<file path="src/rtl/banco_registros_pkg.sv">
// Shared types and default sizing for the parametrised register file.
package banco_registros_pkg;

  typedef enum logic {
    IDLE  = 1'b0,
    CLEAR = 1'b1
  } estado_t;

  localparam int DEF_WIDTH   = 8;
  localparam int DEF_DEPTH   = 8;
  localparam int DEF_RST_VAL = 0;

endpackage

</file>
<file path="src/rtl/banco_registros_param_puerto_lectura.sv">
// Registered read port: address mux, optional write-to-read forwarding
// (BANCO_REGISTROS_BYPASS_EN), output register and one-cycle valid pulse.
module puerto_lectura
  import banco_registros_pkg::*;
#(
  parameter int               WIDTH   = DEF_WIDTH,
  parameter int               DEPTH   = DEF_DEPTH,
  parameter logic [WIDTH-1:0] RST_VAL = '0,
  parameter int               AW      = 3
) (
  input  logic             clk,
  input  logic             rst,
  input  logic             en,
  input  logic [AW-1:0]    addr,
  input  logic [WIDTH-1:0] mem [DEPTH],
`ifdef BANCO_REGISTROS_BYPASS_EN
  input  logic             wr_commit,
  input  logic [AW-1:0]    wr_addr,
  input  logic [WIDTH-1:0] wr_data,
`endif
  output logic [WIDTH-1:0] data,
  output logic             valid
);

  localparam logic [AW:0] DEPTH_L = (AW+1)'(DEPTH);

  logic [WIDTH-1:0] data_d, data_q, dato;
  logic             valid_d, valid_q;
  logic             in_range;

  always_comb begin
    in_range = ({1'b0, addr} < DEPTH_L);
    dato     = in_range ? mem[addr] : RST_VAL;
`ifdef BANCO_REGISTROS_BYPASS_EN
    // wr_commit already implies an in-range address
    if (wr_commit && (wr_addr == addr)) dato = wr_data;
`endif
    data_d  = en ? dato : data_q;
    valid_d = en;
  end

  always_ff @(posedge clk or posedge rst) begin
    if (rst) begin
      data_q  <= '0;
      valid_q <= 1'b0;
    end else begin
      data_q  <= data_d;
      valid_q <= valid_d;
    end
  end

  assign data  = data_q;
  assign valid = valid_q;

endmodule

</file>
<file path="src/rtl/banco_registros_param.sv">
// Parametrised register file: one handshaked write port, two registered read
// ports, per-entry written scoreboard and a DEPTH-cycle clear sweep.
// Optional write-to-read forwarding: define BANCO_REGISTROS_BYPASS_EN.
module banco_registros_param
  import banco_registros_pkg::*;
#(
  parameter int               WIDTH   = DEF_WIDTH,
  parameter int               DEPTH   = DEF_DEPTH,
  parameter logic [WIDTH-1:0] RST_VAL = WIDTH'(DEF_RST_VAL),
  localparam int              AW      = (DEPTH > 1) ? $clog2(DEPTH) : 1
) (
  input  logic             clk,
  input  logic             rst,
  input  logic             wr_valid,
  output logic             wr_ready,
  input  logic [AW-1:0]    wr_addr,
  input  logic [WIDTH-1:0] wr_data,
  input  logic             rd0_en,
  input  logic [AW-1:0]    rd0_addr,
  output logic [WIDTH-1:0] rd0_data,
  output logic             rd0_valid,
  input  logic             rd1_en,
  input  logic [AW-1:0]    rd1_addr,
  output logic [WIDTH-1:0] rd1_data,
  output logic             rd1_valid,
  input  logic             clr_req,
  output logic             busy,
  output logic [DEPTH-1:0] written
);

  localparam logic [AW:0]   DEPTH_L  = (AW+1)'(DEPTH);
  localparam logic [AW-1:0] LAST_IDX = AW'(DEPTH-1);

  estado_t          state_q;
  logic [AW-1:0]    cnt_q;
  logic [WIDTH-1:0] mem_d [DEPTH];
  logic [WIDTH-1:0] mem_q [DEPTH];
  logic [DEPTH-1:0] written_d, written_q;
  logic             wr_commit;

  assign wr_ready  = (state_q == IDLE);
  assign busy      = (state_q == CLEAR);
  assign written   = written_q;
  // Out-of-range writes still complete the handshake but touch nothing
  assign wr_commit = wr_valid && wr_ready && ({1'b0, wr_addr} < DEPTH_L);

  always_ff @(posedge clk or posedge rst) begin
    if (rst) begin
      state_q <= IDLE;
      cnt_q   <= '0;
    end else begin
      case (state_q)
        IDLE: begin
          cnt_q <= '0;
          if (clr_req) state_q <= CLEAR;
        end
        CLEAR: begin
          if (cnt_q == LAST_IDX) begin
            state_q <= IDLE;
            cnt_q   <= '0;
          end else begin
            cnt_q <= cnt_q + 1'b1;
          end
        end
        default: state_q <= IDLE;
      endcase
    end
  end

  always_comb begin
    mem_d     = mem_q;
    written_d = written_q;
    if (state_q == CLEAR) begin
      mem_d[cnt_q]     = RST_VAL;
      written_d[cnt_q] = 1'b0;
    end
    if (wr_commit) begin
      mem_d[wr_addr]     = wr_data;
      written_d[wr_addr] = 1'b1;
    end
  end

  always_ff @(posedge clk or posedge rst) begin
    if (rst) begin
      for (int i = 0; i < DEPTH; i++) mem_q[i] <= RST_VAL;
      written_q <= '0;
    end else begin
      mem_q     <= mem_d;
      written_q <= written_d;
    end
  end

  puerto_lectura #(
    .WIDTH(WIDTH), .DEPTH(DEPTH), .RST_VAL(RST_VAL), .AW(AW)
  ) u_rd0 (
    .clk       (clk),
    .rst       (rst),
    .en        (rd0_en),
    .addr      (rd0_addr),
    .mem       (mem_q),
`ifdef BANCO_REGISTROS_BYPASS_EN
    .wr_commit (wr_commit),
    .wr_addr   (wr_addr),
    .wr_data   (wr_data),
`endif
    .data      (rd0_data),
    .valid     (rd0_valid)
  );

  puerto_lectura #(
    .WIDTH(WIDTH), .DEPTH(DEPTH), .RST_VAL(RST_VAL), .AW(AW)
  ) u_rd1 (
    .clk       (clk),
    .rst       (rst),
    .en        (rd1_en),
    .addr      (rd1_addr),
    .mem       (mem_q),
`ifdef BANCO_REGISTROS_BYPASS_EN
    .wr_commit (wr_commit),
    .wr_addr   (wr_addr),
    .wr_data   (wr_data),
`endif
    .data      (rd1_data),
    .valid     (rd1_valid)
  );

endmodule

</file>
<file path="config.mk">
export PLATFORM = sky130hd
export DESIGN_NAME = banco_registros_param
export DESIGN_NICKNAME = d
export VERILOG_FILES = /design/src/rtl/banco_registros_pkg.sv /design/src/rtl/banco_registros_param_puerto_lectura.sv /design/src/rtl/banco_registros_param.sv
export SDC_FILE = /design/constraint.sdc
export NUM_CORES = 1
export LEC_CHECK = 0
export BUFFER_PORTS_ARGS = -buffer_cell sky130_fd_sc_hd__buf_2
export CAP_MARGIN = 30
export CORE_ASPECT_RATIO = 0.6
export CORE_MARGIN = 2
export CORE_UTILIZATION = 46
export CTS_CLUSTER_SIZE = 12
export DETAILED_ROUTE_END_ITERATION = 16
export REMOVE_ABC_BUFFERS = 1
export SYNTH_ARGS = -nofsm -noshare
export SYNTH_HDL_FRONTEND = slang
export SYNTH_SLANG_ARGS = --single-unit
</file>
<file path="constraint.sdc">
create_clock -name clk -period 5.55 [get_ports clk]
set_clock_uncertainty 0.05 [all_clocks]
set_input_delay 0.2775 -clock clk [delete_from_list [all_inputs] [get_ports clk]]
set_output_delay 0.2775 -clock clk [all_outputs]
set_load 0.02 [all_outputs]
</file>
* Word level (Yosys, flattened, before mapping)
Index checks and enable logic that the tools add are counted.
W data, S select, Z words.
** Cells by class
- $lt $le $gt $ge :: 10
- Muxes and demuxes :: 24
- $mul :: 0
- Equality and inequality tests :: 1
- Bitwise gates (word level) :: 10
- Shift operators :: 0
- $add $sub $neg :: 1
- Reductions and logical operators :: 5
- Divide/modulo/power cells :: 0
** Operators with widths (number)
- $mux W64 :: 2
- $and A64 B64 Y64 :: 1
- $bwmux W64 :: 1
- $mux W8 :: 8
- $not A64 Y64 :: 1
- $bmux W8 S3 :: 2
- $demux W8 S3 :: 2
- $ge A4 B4 Y1 const B :: 4
- $not A3 Y4 :: 4
- $and A8 B8 Y8 :: 1
- $lt A3 B4 Y1 const B :: 2
- $lt A4 B1 Y1 const B :: 2
- $not A8 Y8 :: 1
- $or A8 B8 Y8 :: 1
- $demux W1 S3 :: 2
- $ge A3 B1 Y1 const B :: 2
- $pmux W3 S2 :: 1
- $logic_and A1 B1 Y1 :: 5
- $mux W1 :: 4
- $add A3 B1 Y3 const B :: 1
- $eq A3 B3 Y1 const B :: 1
- $mux W3 :: 1
- $pmux W1 S2 :: 1
- $not A1 Y1 :: 1
** Storage, ports and cells
- Output and inout bits :: 28
- ROM bits :: 0
- Word-level logic and storage cells :: 66
- Memories kept :: 0
- Register bits after elaboration :: 94
- Latch bits :: 0
- Memory bits (writable) :: 0

* Logic depth before layout (Yosys ltp)
- Depth after elaboration :: 10
- Gate-level depth with buffers :: 5
- Gate-level depth less buffers :: 3

* Modules after synthesis
Synthesis repeated with hierarchy kept, for this count alone.
** Second synthesis, totals
- Cells, all modules :: 457
- Area, all modules :: 5023.6 um^2
** By module, submodules not included
- banco_registros_param :: cells an instance 269, area an instance 3194.3 um^2, instances 1, seq. area each 1901.8 um^2
- puerto_lectura :: cells an instance 94, area an instance 914.6 um^2, instances 2, seq. area each 225.2 um^2

* Worst setup path after synthesis
No wires, ideal clock.
- Path kind :: flip-flop to flip-flop
- From :: register state_q (netlist: busy)
- To :: register mem_q[56] (netlist bit)
- Library setup time :: 0.137 ns
- Path buffers :: 2
- Period minus slack after synthesis :: 1.555 ns
- Slack :: 3.995 ns
- Cell stages (with the launch flop) :: 6
- Arrival time :: 1.368 ns
- Path through :: dfrtp_1 > buf_4 > or4b_1 > buf_2 > nand2_1 > mux2i_1
** RTL lines
- start: declaration :: RTL line banco_registros_param.sv:34 : estado_t state_q;
- start signal: assignment :: RTL line banco_registros_param.sv:49 : state_q <= IDLE;
- start signal: assignment :: RTL line banco_registros_param.sv:55 : if (clr_req) state_q <= CLEAR;
- start signal: assignment :: RTL line banco_registros_param.sv:59 : state_q <= IDLE;
- end signal: assignment :: RTL line banco_registros_param.sv:88 : mem_q <= mem_d;
- end: declaration :: RTL line banco_registros_param.sv:37 : logic [WIDTH-1:0] mem_q [DEPTH];

==> qor.csv <==
stage;metric;value;unit
min_path;hold_path.class;in2reg;
synth;seq_area_frac_synth;0.476;
synth;ys_seq_elements;94;
critical_path;cp-end-kind;flop;
critical_path;path_class;reg2reg;
final_layout;post-route-util;0.535;
global_routing;busiest_layer;met1;
power_and_ir_drop;p_seq_frac;0.449;
timing;slew_violations;0;
route;drt-initial-drc-count;362;
clock_tree;clkTransAtPathRegs;0.07;ns
clock_tree;ctsHoldBuffers;1;
global_routing;use_met2;0.386;
power_and_ir_drop;internal_power;1.60;mW
critical_path;cp.required;5.75;ns
synth;syn_avg_cell_area;10.9;sq um
floorplan;start_util;0.470;
synth;yosys_warnings;0;
clock_tree;cts_setup_buffers;0;
floorplan;die_y;84.3;microns
synth;async_flop_share;1.00;
job;drv_cap;0;
timing;min_period;2.11;ns
final_layout;syn_to_final_growth;13.9;%
floorplan;io-pin-count;51;
timing;maxSlewHeadroom;0.389;
status;status;completed;
synth;synth_area;4940;sq um
clock_tree;clock_sinks;94;
clock_tree;cts_tree;yes;
route;route.detailed.drc;0;
critical_path;cp-start-kind;flop;
route;wire_per_inst;22.1;microns
global_routing;grt_overflow;0;
power_and_ir_drop;total_power;2.45;mW
synth;synth_top_cell_area_share;0.476;
timing;worstMarginPinSlew;0.912;ns
floorplan;fp-row-count;29;
clock_tree;cts_made_buffers;9;
power_and_ir_drop;vdd_drop_max;0.000233;V
route;via_count;3644;
timing;timing.fmax;473;MHz
global_routing;gr-usage-all-layers;0.261;
synth;ys_top_cells_by_area;dfrtp_1 (48%), mux2i_1 (23%), nand2_1 (5.7%);
timing;rsz0062_at_grt;false;
final_layout;fin_nets;513;
floorplan;design.core.area;10500;sq um
power_and_ir_drop;pwr-share-comb;0.275;
power_and_ir_drop;clkPwrFrac;0.277;
final_layout;instances_no_fill;631;
timing;hold_viol;0;
timing;timing.final.crit_share;0.381;
route;drt-total-wl;14.0;mm
placement;dpl.cell_count;612;
global_routing;grt_pass1_wl;22.3;mm
global_routing;met3_usage;0.0531;
placement;gp_congestion;0.849;
placement;dp_hpwl;9.40;mm
global_routing;grt_max_degree;73;
clock_tree;htree_num_levels;3;
timing;fin_tns_setup;0;ns
final_layout;n_antenna_cell;0;
power_and_ir_drop;switchingPower;0.843;mW
synth;syn_inst;453;
timing;setup_viol;0;
floorplan;fp.dieArea;11600;sq um
final_layout;multiInputGateArea;2390;sq um
critical_path;worstPathArrival;2.31;ns
synth;synth_edf_count;0;
global_routing;met1_usage;0.387;
critical_path;crit_fanout;13;
final_layout;seq_area;2350;sq um
clock_tree;cts_resized;0;
final_layout;drive_gt1_frac;0.152;
synth;yosysTopAreaCell;dfrtp_1;
final_layout;fill_cells;958;
global_routing;grt_antenna_before_repair;0;
synth;synth_flop_cell;dfrtp_1;
global_routing;grt_pass1_vias;3778;
route;via_per_inst;5.77;
power_and_ir_drop;p_leak;2.94;nW
power_and_ir_drop;p_per_area;435;nW/um^2
clock_tree;clk_latency;0.35;ns
synth;ys_types;32;
clock_tree;cts_buffer_depth;2;
final_layout;mostFrequentLayoutCells;mux2i_1 (112), dfrtp_1 (94), nand2_1 (75), buf_2 (50), nor2b_1 (34);
final_layout;layout_commonest_cell;mux2i_1;
power_and_ir_drop;switching_share;0.345;
floorplan;die_width;138;microns
placement;numPortBuffers;50;
route;first_pass_iters;4;
route;ant_nets;0;
clock_tree;cts.root.buffer_cell;clkbuf_16;
-- sequential cells by signal, summed over array words and instances (netlist names) --
signal and count:
busy 1, cnt_q 3, mem_q 64, u_rd0.data 8, u_rd0.valid 1, u_rd1.data 8
u_rd1.valid 1, written 8
-- through the flow --
step	hold slack (ns)	worst slack [ns]	instance area, sq um
after global routing	0.112	3.33	5630
after floorplan	0.259	2.77	4770
after detailed placement	0.208	3.47	5230
after global placement	0.207	3.42	5220
final	0.0854	3.44	5630
after CTS	0.0850	3.45	5560
-- layer usage --
metal | part of all wire | vias up
met5 | 0 | -
met4 | 0.016 | 0
met2 | 0.45 | 114
li1 | - | 1685
met3 | 0.060 | 22
met1 | 0.48 | 1823
-- cells in the mapped netlist, drive strengths merged (9+ instances only) --
library cell  number
nand2             75
a211o             16
a41o              16
dfrtp             94
nand3             16
a22oi             16
inv               10
mux2i            112
buf               23
nor2b             34
clkbuf             9
-- critical path: stages, from the launching register on --
cell	delay, ns
dfrtp_1	0.53
nor3b_2	0.38
nand3b_1	0.65
mux2i_1	0.38
-- kinds of logic (layout without fill, tap and decap cells) --
family,after synthesis,count (layout),share of synthesized area
AND/OR/NAND/NOR,150,150,0.158
multiplexers,112,112,0.227
flip-flops,94,94,0.476
AO/OA/AOI/OAI,53,53,0.0922
buffers and inverters,42,81,0.0423
adder cells (fa/ha/maj),2,2,0.00506
-- area by class of cell --
class	instances	area share
inverters	10	0.00711
clock buffers	12	0.0456
repair buffers	56	0.0616
multi-input cells	317	0.425
well taps	139	0.0309
clock inverters	3	0.0120
flip-flops and latches	94	0.418
-- worst paths after layout --
kind                             from         end  slack, ns  cells after the start
setup / recovery                 busy   mem_q[28]       3.44                      3
hold / removal                clr_req        busy       0.09                      3
setup reg to reg                 busy   mem_q[28]       3.44                      3
hold reg to reg            written[2]  written[2]       0.42                      2
max in group asynchronous         rst    cnt_q[2]       4.24                      5
min in group asynchronous         rst   mem_q[61]       0.38                      3
-- power by group through the flow --
stage / registers (mW) / logic (mW) / clock network (mW)
final: 1.10 / 0.672 / 0.677
after global routing: 1.13 / 0.751 / 0.724
after CTS: 1.10 / 0.670 / 0.693
after detailed placement: 1.11 / 0.667 / 0
after global placement: 1.10 / 0.644 / 0
after floorplan: 1.10 / 0.405 / 0
No activity file was read; power rests on OpenSTA's default activity.
